### src/rtl/instr_fetch_unit.sv
// Instruction fetch unit: reads opcode/operand words from the registered IRAM,
// presents one instruction bundle at a time to the core and stalls on branches.
module instr_fetch_unit #(
  parameter int unsigned         DATA_W   = 16,
  parameter int unsigned         ADDR_W   = 16,
  parameter logic [ADDR_W-1:0]   RESET_PC = '0
) (
  input  logic              clk,
  input  logic              rst,
  input  logic              start,
  output logic [ADDR_W-1:0] iram_addr,
  input  logic [DATA_W-1:0] iram_data,
  output logic              instr_valid,
  input  logic              instr_ready,
  output logic [DATA_W-1:0] instr_opcode,
  output logic [DATA_W-1:0] instr_operand,
  output logic              instr_has_operand,
  output logic [ADDR_W-1:0] instr_pc,
  input  logic              branch_resolve,
  input  logic              branch_taken,
  output logic              busy,
  output logic              halted
);

  localparam logic [DATA_W-1:0] OP_LDAC  = DATA_W'(5);
  localparam logic [DATA_W-1:0] OP_STAC  = DATA_W'(7);
  localparam logic [DATA_W-1:0] OP_LDA   = DATA_W'(9);
  localparam logic [DATA_W-1:0] OP_LDB   = DATA_W'(14);
  localparam logic [DATA_W-1:0] OP_LDC   = DATA_W'(19);
  localparam logic [DATA_W-1:0] OP_STC   = DATA_W'(24);
  localparam logic [DATA_W-1:0] OP_JUMP  = DATA_W'(46);
  localparam logic [DATA_W-1:0] OP_JPNZ  = DATA_W'(48);
  localparam logic [DATA_W-1:0] OP_ENDOP = DATA_W'(51);
  localparam logic [DATA_W-1:0] OP_JPPZ  = DATA_W'(62);

  typedef enum logic [2:0] {
    IDLE, WAIT_OP, CAP_OP, WAIT_ARG, CAP_ARG, PRESENT, BRANCH, HALT
  } state_t;

  state_t            state_q, state_d;
  logic [ADDR_W-1:0] pc_q, pc_d;
  logic [ADDR_W-1:0] iram_addr_q, iram_addr_d;
  logic              valid_q, valid_d;
  logic [DATA_W-1:0] opcode_q, opcode_d;
  logic [DATA_W-1:0] operand_q, operand_d;
  logic              has_op_q, has_op_d;
  logic [ADDR_W-1:0] ipc_q, ipc_d;
  logic [ADDR_W-1:0] next_pc;

  function automatic logic is_two_word(input logic [DATA_W-1:0] op);
    return op inside {OP_LDAC, OP_STAC, OP_LDA, OP_LDB, OP_LDC, OP_STC,
                      OP_JUMP, OP_JPNZ, OP_JPPZ};
  endfunction

  function automatic logic is_branch(input logic [DATA_W-1:0] op);
    return op inside {OP_JUMP, OP_JPNZ, OP_JPPZ};
  endfunction

  always_comb begin
    state_d     = state_q;
    pc_d        = pc_q;
    iram_addr_d = iram_addr_q;
    valid_d     = valid_q;
    opcode_d    = opcode_q;
    operand_d   = operand_q;
    has_op_d    = has_op_q;
    ipc_d       = ipc_q;
    next_pc     = pc_q;
    unique case (state_q)
      IDLE, HALT: begin
        if (start) begin
          pc_d        = RESET_PC;
          iram_addr_d = RESET_PC;
          state_d     = WAIT_OP;
        end
      end
      WAIT_OP: state_d = CAP_OP;
      CAP_OP: begin
        opcode_d = iram_data;
        ipc_d    = pc_q;
        if (is_two_word(iram_data)) begin
          iram_addr_d = pc_q + ADDR_W'(1);
          state_d     = WAIT_ARG;
        end else begin
          operand_d = '0;
          has_op_d  = 1'b0;
          valid_d   = 1'b1;
          state_d   = PRESENT;
        end
      end
      WAIT_ARG: state_d = CAP_ARG;
      CAP_ARG: begin
        operand_d = iram_data;
        has_op_d  = 1'b1;
        valid_d   = 1'b1;
        state_d   = PRESENT;
      end
      PRESENT: begin
        // branch_resolve is deliberately ignored here, even on the transfer edge
        if (instr_ready) begin
          valid_d = 1'b0;
          if (opcode_q == OP_ENDOP) begin
            state_d = HALT;
          end else if (is_branch(opcode_q)) begin
            state_d = BRANCH;
          end else begin
            next_pc     = ipc_q + (has_op_q ? ADDR_W'(2) : ADDR_W'(1));
            pc_d        = next_pc;
            iram_addr_d = next_pc;
            state_d     = WAIT_OP;
          end
        end
      end
      BRANCH: begin
        if (branch_resolve) begin
          next_pc     = branch_taken ? operand_q[ADDR_W-1:0] : ipc_q + ADDR_W'(2);
          pc_d        = next_pc;
          iram_addr_d = next_pc;
          state_d     = WAIT_OP;
        end
      end
      default: state_d = IDLE;
    endcase
  end

  always_ff @(posedge clk or posedge rst) begin
    if (rst) begin
      state_q     <= IDLE;
      pc_q        <= RESET_PC;
      iram_addr_q <= RESET_PC;
      valid_q     <= 1'b0;
      opcode_q    <= '0;
      operand_q   <= '0;
      has_op_q    <= 1'b0;
      ipc_q       <= '0;
    end else begin
      state_q     <= state_d;
      pc_q        <= pc_d;
      iram_addr_q <= iram_addr_d;
      valid_q     <= valid_d;
      opcode_q    <= opcode_d;
      operand_q   <= operand_d;
      has_op_q    <= has_op_d;
      ipc_q       <= ipc_d;
    end
  end

  assign iram_addr         = iram_addr_q;
  assign instr_valid       = valid_q;
  assign instr_opcode      = opcode_q;
  assign instr_operand     = operand_q;
  assign instr_has_operand = has_op_q;
  assign instr_pc          = ipc_q;
  assign busy              = (state_q != IDLE) && (state_q != HALT);
  assign halted            = (state_q == HALT);

endmodule

### config.mk
export PLATFORM = sky130hd
export DESIGN_NAME = instr_fetch_unit
export DESIGN_NICKNAME = d
export VERILOG_FILES = /design/src/rtl/instr_fetch_unit.sv
export SDC_FILE = /design/constraint.sdc
export NUM_CORES = 1
export LEC_CHECK = 0
export ABC_AREA = 1
export ABC_CLOCK_PERIOD_IN_PS = 8400
export CAP_MARGIN = 25
export CORE_MARGIN = 2
export CORE_UTILIZATION = 25
export CTS_CLUSTER_SIZE = 40
export DETAILED_ROUTE_END_ITERATION = 8
export GPL_TIMING_DRIVEN = 0
export PLACE_DENSITY = 0.48
export SETUP_SLACK_MARGIN = 0.5
export SYNTH_ARGS = -nofsm -noshare
export SYNTH_HDL_FRONTEND = slang
export SYNTH_SLANG_ARGS = --single-unit
### constraint.sdc
create_clock -name clk -period 8.4 [get_ports clk]
set_input_delay 1.68 -clock clk [delete_from_list [all_inputs] [get_ports clk]]
set_output_delay 1.68 -clock clk [all_outputs]
set_load 0.01 [all_outputs]
==> results.toml <==
[worst_setup_path]
reg2reg_from = "instr_has_operand"
startpoint = "state_q[1]"
worst_ep_required_time_ns = 6.72
critPathCaptureType = "primary output"
critPathKind = "register to primary output"
cp-start-kind = "register"
crit_fanout = 7
cp_data_arrival_time_ns = 1.72

[cells_and_area]
multi_input_area_um2 = 2530
fin_nets = 853
fillCellCount = 2199
drive_above_1_share_pct = 8.42
diodes = 0
fin_util_pct = 33.3
area_delta_synth_final_pct = 31.1
regArea_um2 = 2130

[global_routing]
grt_max_degree = 53
grt_overflow = 0
grt_pass1_vias = 4908
grt_pass1_wl_mm = 27.9
antenna_found_initial = 0
grt_util_all_layers_pct = 16.7

[floorplan]
die_y_um = 147
initial_core_util_pct = 25.4
dieArea_um2 = 21700
core.rowCount = 52
core_um2 = 20200
die_w_um = 147
pin_count = 90

[detailed_routing]
drt-initial-drc-count = 393
wl_mm = 17.5
drc = 0
num_vias = 5086
viasPerCell = 4.62
drt_first_pass_iters = 7
wl_per_cell_um = 15.9
ant_nets = 0

[pwr]
p_switching_mw = 0.902
p_comb_share_pct = 46.1
p_seq_share_pct = 32.3
p_leak_nw = 3.10
p_int_mw = 1.27
swShare_pct = 41.5
power_density_nw_per_um2 = 323
vdd_drop_max_mv = 0.110
p_clk_share_pct = 21.5
finalPower_mw = 2.17

[clock_network]
cts_root_buffer = "clkbuf_16"
cts_sinks = 85
clk_pin_slew_ns = 0.07
cts_tree = "done"
cts-htree-levels = 3
cts_resized = 0
postCtsSetupBuffers = 0
hold_buffers = 0
max-clock-path-buffers = 2
numCtsBuffers = 9
insertion_delay_ns = 0.35

[yosys]
yosys.area.top_type = "dfrtp_1"
yosys.area.top_type_share_pct = 41.5
synth_edf_count = 0
netlist_area_um2 = 5130
synth_warnings = 0
synth.area.top_cells = "dfrtp_1 41%, nand2_1 16%, nand3_1 7.8%, o21ai_0 6.5%, inv_1 5.7%"
yosysMostFrequentCell = "nand2_1"
avgSynthCellArea_um2 = 7.06
ys_seq_area_share_pct = 41.5
ys_types = 34
syn_inst = 726
async_flop_share_pct = 100
synth_nets = 753
synth_flop_cell = "dfrtp_1"
yosys-top-cells-count = "223 x nand2_1, 85 x dfrtp_1, 80 x nand3_1"
yosys_register_bits = 85

[sta]
max_clock_freq_ghz = 0.294
relSlewSlack_pct = 53.5
worst_pin_slew_ns = 0.692
fin_worst_skew_ns = 0.00803
hold_ws_ns = 0.478
finalSetupViolCount = 0
rsz0062_at_grt = "no"
fin_crit_ns = 3.40
tns_ns = 0
finalCritPeriodShare_pct = 40.4
hold_viol = 0
drv_slew = 0

[run_status]
status = "complete, no violations"

[hold_path]
hp-start = "iram_addr[5]"
hold_class = "register to register"

[place]
port_buffers = 88
routabilityCongestion = 0.933
hpwl_mm = 13.6

[job]
cap_violations = 0
cell families (layout without fill, tap and decap cells):
logic type	after synthesis	count (layout)	synth area share, %
adders and majority gates	5	5	1.37
buffers and inverters	107	212	9.22
DFF	85	85	41.5
AOI/OAI and AO/OA	121	121	13.0
and+or+nand+nor	403	403	34.1
xor gates and xnor gates	5	5	0.854
flip-flops by register name, indices dropped and copies added (netlist names):
| register | cells |
|---|---|
| instr_opcode | 16 |
| instr_pc | 16 |
| instr_operand | 16 |
| instr_valid | 1 |
| pc_q | 16 |
| iram_addr | 16 |
| instr_has_operand | 1 |
| state_q | 3 |
worst max-delay path, stage by stage, from the launching register on:
cell and delay (ns):
dfrtp_1 0.49, nand2_1 0.15, o21ai_2 0.19, inv_1 0.06, clkdlybuf4s50_1 0.47
cells in the final DEF (no fill, tap or decap), types with 2 or more instances in the layout:
master	n
o21ai_2	12
clkbuf_16	9
nand3b_1	2
nand2_1	223
clkbuf_1	9
nor3_1	8
clkbuf_8	4
o21ai_0	67
bufinv_16	2
xor2_1	5
nand3_1	80
buf_6	2
nand4_1	14
inv_1	77
o211ai_1	3
buf_2	8
o21ai_1	12
dfrtp_1	85
nor2_4	3
buf_4	2
nor2_2	4
nor2_1	56
clkdlybuf4s50_1	88
inv_2	4
nand2_2	7
buf_12	2
nand2_4	3
a21oi_1	23
or2_2	2
ha_1	4
per-layer routing:
layer	global-route usage (%)	wire length (um)	up-vias
met5	0	0	-
met4	5.91	451	0
met3	2.86	704	25
met2	25.4	7920	119
met1	24.0	8460	2391
li1	-	-	2551
cell type report:
| class | instances | area share (%) |
|---|---|---|
| multi-input combinational | 534 | 37.6 |
| sequential | 85 | 31.6 |
| timing repair buffer | 89 | 13.5 |
| tap | 270 | 5.03 |
| inverter | 83 | 4.75 |
| clock buffer | 13 | 4.17 |
| buffer | 24 | 2.33 |
| clock inverter | 3 | 0.968 |
power by group through the flow:
stage | registers [mW] | logic (mW) | clock network (mW)
after global routing | 0.728 | 1.11 | 0.493
after detailed placement | 0.711 | 1.01 | 0
after CTS | 0.704 | 1.02 | 0.478
after floorplan | 0.720 | 0.522 | 0
final | 0.702 | 1.00 | 0.468
after global placement | 0.710 | 1.01 | 0
path summary, 6_finish.rpt:
kind	end	slack, ns	cells past startpoint
worst min register to register	iram_addr[5]	0.48	2
worst max-delay path	busy	5.00	4
max in group asynchronous	pc_q[3]	6.05	3
worst min-delay path	iram_addr[5]	0.48	2
min in group asynchronous	instr_opcode[11]	1.72	2
worst max register to register	iram_addr[10]	6.08	10
per-stage QoR:
stage	cell area [um2]	instances	setup WS, ns
after floorplan	5130	726	4.53
after CTS	6720	1101	4.98
after global placement	6350	1084	2.75
after global routing	6720	1101	4.90
after detailed placement	6380	1085	4.78
final	6720	1101	5.00
No activity file was read; power rests on OpenSTA's default activity.
